File: src/rtl/tmr_link_pkg.sv
// Shared definitions for the triple-redundant serial link (transmit and receive framers).
package tmr_link_pkg;

    // Framer state encoding, common to both ends of the link.
    typedef enum logic [2:0] {
        StIdle   = 3'd0,
        StStart  = 3'd1,
        StData   = 3'd2,
        StParity = 3'd3,
        StStop   = 3'd4
    } tmr_state_e;

    localparam logic LINE_IDLE  = 1'b1;
    localparam logic LINE_START = 1'b0;

    // Counter width able to hold 0..n-1, never narrower than one bit.
    function automatic int unsigned cnt_width(input int unsigned n);
        return (n <= 1) ? 1 : $clog2(n);
    endfunction

endpackage

File: src/rtl/tmr_bit_timer.sv
// Bit-time divider: tick marks the last cycle of each serial bit; clear restarts the bit time.
module tmr_bit_timer
    import tmr_link_pkg::*;
#(
    parameter int unsigned CLKS_PER_BIT = 4
) (
    input  logic clk,
    input  logic rst_n,
    input  logic clear,
    output logic tick
);

    localparam int unsigned CW = cnt_width(CLKS_PER_BIT);
    localparam logic [CW-1:0] LAST = CW'(CLKS_PER_BIT - 1);

    logic [CW-1:0] cnt_q, cnt_d;

    // Next count: restart on clear or at the end of a bit time.
    always_comb begin
        cnt_d = cnt_q;
        if (clear || tick) begin
            cnt_d = '0;
        end else begin
            cnt_d = cnt_q + CW'(1);
        end
    end

    assign tick = (cnt_q == LAST);

    // Counter register.
    always_ff @(posedge clk or negedge rst_n) begin
        if (!rst_n) begin
            cnt_q <= '0;
        end else begin
            cnt_q <= cnt_d;
        end
    end

endmodule

File: src/rtl/tmr_serial_tx.sv
// Triple-redundant UART-style transmitter: start, NBITS data LSB-first, optional even parity
// (enabled by defining TMR_TX_PARITY_EN), stop. The frame is driven on three independent flops.
module tmr_serial_tx
    import tmr_link_pkg::*;
#(
    parameter int unsigned NBITS        = 8,
    parameter int unsigned CLKS_PER_BIT = 4
) (
    input  logic             clk,
    input  logic             rst_n,
    input  logic [NBITS-1:0] in_data,
    input  logic             in_val,
    output logic             in_rdy,
    output logic             out0,
    output logic             out1,
    output logic             out2,
    output logic             busy
);

    localparam int unsigned BW = cnt_width(NBITS);
    localparam logic [BW-1:0] LAST_BIT = BW'(NBITS - 1);

    tmr_state_e       state_q, state_d;
    logic [NBITS-1:0] shift_q, shift_d;
    logic [BW-1:0]    bit_q, bit_d;
    logic             line_d;
    logic             out0_q, out1_q, out2_q;
    logic             tick;
    logic             transfer;
`ifdef TMR_TX_PARITY_EN
    logic             parity_q, parity_d;
`endif

    assign in_rdy   = (state_q == StIdle);
    assign busy     = (state_q != StIdle);
    assign transfer = in_val && in_rdy;

    tmr_bit_timer #(
        .CLKS_PER_BIT (CLKS_PER_BIT)
    ) u_bit_timer (
        .clk   (clk),
        .rst_n (rst_n),
        .clear (transfer),
        .tick  (tick)
    );

    // Next-state, shift/bit-counter update and the line level for the coming cycle.
    always_comb begin
        state_d = state_q;
        shift_d = shift_q;
        bit_d   = bit_q;
        line_d  = LINE_IDLE;
`ifdef TMR_TX_PARITY_EN
        parity_d = parity_q;
`endif
        unique case (state_q)
            StIdle: begin
                if (transfer) begin
                    state_d = StStart;
                    shift_d = in_data;
`ifdef TMR_TX_PARITY_EN
                    parity_d = ^in_data;
`endif
                end
            end
            StStart: begin
                if (tick) state_d = StData;
            end
            StData: begin
                if (tick) begin
                    if (bit_q == LAST_BIT) begin
                        bit_d = '0;
`ifdef TMR_TX_PARITY_EN
                        state_d = StParity;
`else
                        state_d = StStop;
`endif
                    end else begin
                        bit_d   = bit_q + BW'(1);
                        shift_d = shift_q >> 1;
                    end
                end
            end
`ifdef TMR_TX_PARITY_EN
            StParity: begin
                if (tick) state_d = StStop;
            end
`endif
            StStop: begin
                if (tick) state_d = StIdle;
            end
            default: state_d = StIdle;
        endcase

        // Lines are registered, so the level follows the state being entered.
        unique case (state_d)
            StStart:  line_d = LINE_START;
            StData:   line_d = shift_d[0];
`ifdef TMR_TX_PARITY_EN
            StParity: line_d = parity_q;
`endif
            default:  line_d = LINE_IDLE;
        endcase
    end

    // State, datapath and the three independent line flops.
    always_ff @(posedge clk or negedge rst_n) begin
        if (!rst_n) begin
            state_q <= StIdle;
            shift_q <= '0;
            bit_q   <= '0;
            out0_q  <= LINE_IDLE;
            out1_q  <= LINE_IDLE;
            out2_q  <= LINE_IDLE;
`ifdef TMR_TX_PARITY_EN
            parity_q <= 1'b0;
`endif
        end else begin
            state_q <= state_d;
            shift_q <= shift_d;
            bit_q   <= bit_d;
            out0_q  <= line_d;
            out1_q  <= line_d;
            out2_q  <= line_d;
`ifdef TMR_TX_PARITY_EN
            parity_q <= parity_d;
`endif
        end
    end

    assign out0 = out0_q;
    assign out1 = out1_q;
    assign out2 = out2_q;

endmodule

File: config.mk
export PLATFORM = sky130hd
export DESIGN_NAME = tmr_serial_tx
export DESIGN_NICKNAME = d
export VERILOG_FILES = /design/src/rtl/tmr_link_pkg.sv /design/src/rtl/tmr_bit_timer.sv /design/src/rtl/tmr_serial_tx.sv
export SDC_FILE = /design/constraint.sdc
export NUM_CORES = 1
export LEC_CHECK = 0
export ABC_CLOCK_PERIOD_IN_PS = 1600
export CORE_MARGIN = 3
export CORE_UTILIZATION = 30
export DETAILED_ROUTE_END_ITERATION = 10
export GPL_ROUTABILITY_DRIVEN = 0
export PLACE_DENSITY = 0.58
export SYNTH_ARGS = -nofsm -noshare
export SYNTH_HDL_FRONTEND = slang
export SYNTH_SLANG_ARGS = --single-unit
File: constraint.sdc
create_clock -name clk -period 1.6 [get_ports clk]
set_input_delay 0.32 -clock clk [delete_from_list [all_inputs] [get_ports clk]]
set_output_delay 0.32 -clock clk [all_outputs]
set_load 0.03 [all_outputs]
Word level (Yosys, flattened, before mapping):

Cells that the tools add are included.

* register bits: 17
* input bits: 11
* output and inout bits: 5
* logic and storage cells: 38

* add/sub/neg operators: 2
* eq/ne operators: 10
* mux-type cells: 13
* reduce and logical (&&, ||, !) cells: 7

Operator list (count)
* 2-to-1 mux 8 bit: 3
* 2-to-1 mux 3 bit: 6
* case mux 8 bit (2 select lines): 1
* case mux 3 bit (4 select lines): 1
* equality test 3 x 1 -> 1 bit (second input constant): 2
* equality test 3 x 2 -> 1 bit (second input constant): 2
* equality test 3 bit (second input constant): 2
* inequality test 2 x 1 -> 1 bit (second input constant): 2
* AND reduction 4 bit: 1
* adder 3 x 1 -> 3 bit (second input constant): 1
* logical NOT 3 bit: 1
* nonzero test 3 bit: 1
* adder 2 x 1 -> 2 bit (second input constant): 1
* equality test 2 bit (second input constant): 1
* 2-to-1 mux 2 bit: 1
* inequality test 2 bit (second input constant): 1
* case mux 1 bit (2 select lines): 1
* AND reduction 2 bit: 1
* nonzero test 2 bit: 1
* logical AND 1 bit: 1
* logical OR 1 bit: 1

Longest topological paths before layout:

* depth in word-level cells: 6
* mapped depth: 6
* gate-level depth less buffers: 5

Cells and area by module:

Synthesis repeated with hierarchy kept, for this count alone.

* cells, all modules: 67
* area, all modules: 829.5 µm²

By module, submodules not included
* tmr_serial_tx: times used 1, cells an instance 62, area an instance 744.5 µm², sequential area each 376.6 µm²
* tmr_bit_timer: times used 1, cells an instance 5, area an instance 85.1 µm², sequential area each 50.0 µm²

Worst setup path after synthesis:

No wires, ideal clock.

* path type: register -> register
* start: register state_q[2]
* end: register out2_q (netlist: out2)
* setup time: 0.078 ns
* arrival: 1.515 ns
* required time: 1.522 ns
* path slack: 0.007 ns
* stages on the path, launching flop included: 7
* buffers on the path: 1
* cell sequence: dfrtp_1 -> or3_4 -> inv_2 -> and2_4 -> buf_6 -> nand2_4 -> a41oi_2

* longest elaborated chain between the ends: 6

RTL lines
* start, declared: RTL line tmr_serial_tx.sv:23 `tmr_state_e state_q, state_d;`
* start signal, assigned: RTL line tmr_serial_tx.sv:109 `state_q <= StIdle;`
* start signal, assigned: RTL line tmr_serial_tx.sv:119 `state_q <= state_d;`
* logical NOT 3 bit *: RTL line tmr_serial_tx.sv:34 `assign in_rdy = (state_q == StIdle);`
* net in_rdy: RTL line tmr_serial_tx.sv:13 `output logic in_rdy,`
* logical AND 1 bit: RTL line tmr_serial_tx.sv:36 `assign transfer = in_val && in_rdy;`
* 2-to-1 mux 3 bit: RTL line tmr_serial_tx.sv:58 `if (transfer) begin`
* case mux 3 bit (4 select lines): RTL line tmr_serial_tx.sv:56 `unique case (state_q)`
* equality test 3 x 2 -> 1 bit / equality test 3 x 1 -> 1 bit (equally long branches): RTL line tmr_serial_tx.sv:96 `unique case (state_d)`
* case mux 1 bit (2 select lines) *: RTL line tmr_serial_tx.sv:96
* net line_d: RTL line tmr_serial_tx.sv:26 `logic line_d;`
* end signal, assigned: RTL line tmr_serial_tx.sv:124 `out2_q <= line_d;`
* end, declared: RTL line tmr_serial_tx.sv:27 `logic out0_q, out1_q, out2_q;`

Mark *: on every way through the listed nets, which the timed path passes. The rest lies on a longest branch. The select of a mux whose other input is x is not followed.
A chain may end at the register's enable or synchronous reset.

Worst setup path after layout:

* start: register state_q[1]
* end: output port in_rdy

* longest elaborated chain between the ends: 1

RTL lines (RTL line)
* logical NOT 3 bit: tmr_serial_tx.sv:34
* end, declared: tmr_serial_tx.sv:13

Every way passes these cells.

==> impl_results.md <==
* Via count at 578
* # diodes at 0
* Post-route ant nets at 0
* Hold Crit Class: input port to asynchronous set/reset pin
* Setup TNS Final at 0 ns
* CP peak stage delay at 0.39 ns
* Post-synth cell types at 29
* Slew @ Worst Pin at 0.379 ns
* Worst setup SP type: flop
* Layout cell share with drive strength beyond 1 at 0.315
* Setup CP Type: flop to output port
* Seq cells post-synth at 17
* Fin area at 1080 sq um
* Die Y at between 50 and 60 um
* Fin util at 0.427
* Mapped Nets at 80
* Pre-CTS setup slack at -0.0689 ns
* Synth area leader: dfrtp_1
* YS warnings at 0
* R2r startpoint: state_q[1]
* DP HPWL at 1110 um
* Drt via density at 4.74
* Cells after synthesis at 66
* Hold WS at roughly 0.27 ns
* Async SR Flop Fraction at 1.00
* First-pass GRT wire length at 2330 um
* Final net count at 107
* Reg2reg setup slack at 0.08 ns
* Initial drt markers at 1
* Skew final at 0.000403 ns
* Tot Pwr at approximately 1.8 mW
* WL/cell at 11.6 um
* Buf+Inv Stages, Crit Path at 2
* Deepest clock path buffer count at 2
* Max cap viols at 0
* Fillers at 265
* Critical Path, Cell by Cell: or3_4 -> inv_2 -> buf_6
* Width of the chip at 58.1 um
* First-pass DRT Iterations at 3
* Final Critical Period at 1.56 ns
* CTS tree: built
* EDFF count, synth at 0
* Crit end category: output port
* Final setup viols at 0
* Area taken by multi-input logic gates at 358 sq um
* CP max FO at 2
* Drt drc at 0
* Port Buffer Count at 15
* Status: finished clean
* Mean Syn Cell Area at 12.4 sq um
* RR Endpoint: shift_q[3]
* Total wire length at 1420 um
* Post-Syn Area at just over 800 sq um
* Final Hold Vio Count at 0
* Top_reg_cell synth: dfrtp_1
* Die Area at 3380 sq um
* Req. time, crit path at 1.28 ns
* Inserted Clock Buffers at 3
* Seq/Total Area, Yosys at 0.523
* Slew HR at 0.746
* Core area at ~2500 sq um
* Fin crit share at 0.976
* Root buffer cell: clkbuf_4
* Gr usage total at 0.0893
* Worst Setup Slack, final at 0.0384 ns
* Antenna violations before repair at 0
* Post-synth top cells: 16 x dfrtp_1, 6 x a21o_1, 5 x a22o_1
* Critical path depth at 3
* VDD IR max at 1.02 mV
* Clock insertion delay at the later pin of the skew report at 0.28 ns
* CTS HTree Levels at 1
* Area after DPL at 1040 sq um
* Register area at 427 sq um
* Layout area overhead at 32.1%
* Power per cell area at around 1600 nW/um^2
* Most numerous cell in the Yosys netlist: dfrtp_1
* Finished Layout Cells at roughly 120
* CTS Sinks at 17
* Number of global-route vias before repair at 553
* Io pins at 16
* Slowest CP cell: or3_4
* Worst-path clk slew at around 0.090 ns
* Maximum number of pins on one net before global-route repair at 14
* RSZ-0062 raised after global routing: yes
* FMAX at 0.640 GHz
* Num rows at 18
* Leak Pwr at 0.525 nW
* Placed cell count at 117
* Global route total overflow at 0
* Starting density of the core at 0.323
* Post-synth top area share at 0.491
* Cts hold-fix bufs at 0
* Worst Reg-to-Reg Cells at 5
* Synth top area cells: dfrtp_1 49%, a21o_1 5.5%, a22o_1 5.4%
* Critical path arrival at roughly 1.2 ns
* Delay-heaviest family, CP: simple AND/OR/NAND/NOR gates
* Max-slew violation count at 0
## final cells by class
| cell class | count | share of cell area |
|---|---|---|
| Inverter | 3 | 0.0105 |
| Sequential cell | 17 | 0.396 |
| Tap cell | 30 | 0.0348 |
| Clock buffer | 4 | 0.0244 |
| Multi-Input combinational cell | 43 | 0.332 |
| Timing Repair Buffer | 25 | 0.202 |
## metal layers
metal  share of wire  track usage  up-vias
met4               0       0.0298        0
met1            0.48        0.124      272
met2            0.46        0.132       12
met3           0.056       0.0267        0
met5               0            0        -
li1                -            -      294
## placed cells by master, fill, tap and decap left out
cell type / Yosys / final
and2_4: 1 / 1
nor3_1: 2 / 2
dfstp_2: 1 / 1
ha_2: 0 / 1
mux2_2: 2 / 2
ha_1: 3 / 2
a22o_1: 5 / 5
nor2_1: 1 / 1
nand2_1: 3 / 3
clkbuf_1: 0 / 1
dlygate4sd2_1: 0 / 3
clkdlybuf4s50_1: 0 / 10
buf_2: 0 / 1
a21oi_1: 2 / 1
nand4bb_2: 1 / 1
inv_1: 2 / 2
nand3_1: 3 / 3
buf_6: 1 / 1
a21oi_2: 0 / 1
or3_4: 1 / 1
o21ai_0: 3 / 3
a211o_1: 1 / 1
a22o_2: 1 / 1
nand2_4: 1 / 1
nor2_4: 1 / 1
clkbuf_4: 0 / 3
nand4b_1: 1 / 1
dfrtp_1: 16 / 16
nor3b_1: 1 / 1
mux2i_1: 1 / 1
buf_4: 2 / 10
nand2b_1: 1 / 1
inv_2: 1 / 1
or3b_4: 1 / 1
a21o_1: 6 / 6
a41oi_2: 1 / 1
## worst register-to-register path: cells and delay by family, from the launching register on
kind	cells	cell delay (ns)
buffers and inverters	1	0.07
AND/OR/NAND/NOR	3	0.77
flip-flops	1	0.38
AO/OA/AOI/OAI	1	0.20
## worst max path at each step
| stage | from | endpoint |
|---|---|---|
| after floorplan | state_q[2] | out2 |
| after global placement | state_q[2] | busy |
| after detailed placement | state_q[2] | busy |
| after CTS | state_q[2] | busy |
| after global routing | state_q[1] | in_rdy |
| final | state_q[1] | in_rdy |
## cells by family (layout without fill, tap and decap cells)
family / after synthesis / count (layout) / share of synthesized area
buf+inv: 6 / 32 / 0.0460
fa+ha+maj: 3 / 3 / 0.0460
simple gates: 18 / 18 / 0.163
mux: 3 / 3 / 0.0399
compound gates: 19 / 19 / 0.183
flops: 17 / 17 / 0.523
## report_power, final
group	internal (mW)	switching [mW]	total, mW	leakage (nW)
Combinational	0.399	0.437	0.836	0.296
Sequential	0.617	0.0822	0.700	0.214
Clock	0.0966	0.122	0.219	0.0150
Total	1.11	0.641	1.75	0.525
## registers in the layout, indices dropped and copies added, names as in the netlist
register,count
bit_q,3
state_q,3
u_bit_timer.cnt_q,2
shift_q,8
out2,1
## what timing repair did
| action | 4_1_cts | 5_1_grt |
|---|---|---|
| pin swaps | 0 | 1 |
| gates resized for setup | 8 | 3 |
| endpoints found under the setup margin | 6 | 8 |
| buffers inserted | 0 | 1 |
Power figures use the tool's default switching activity.
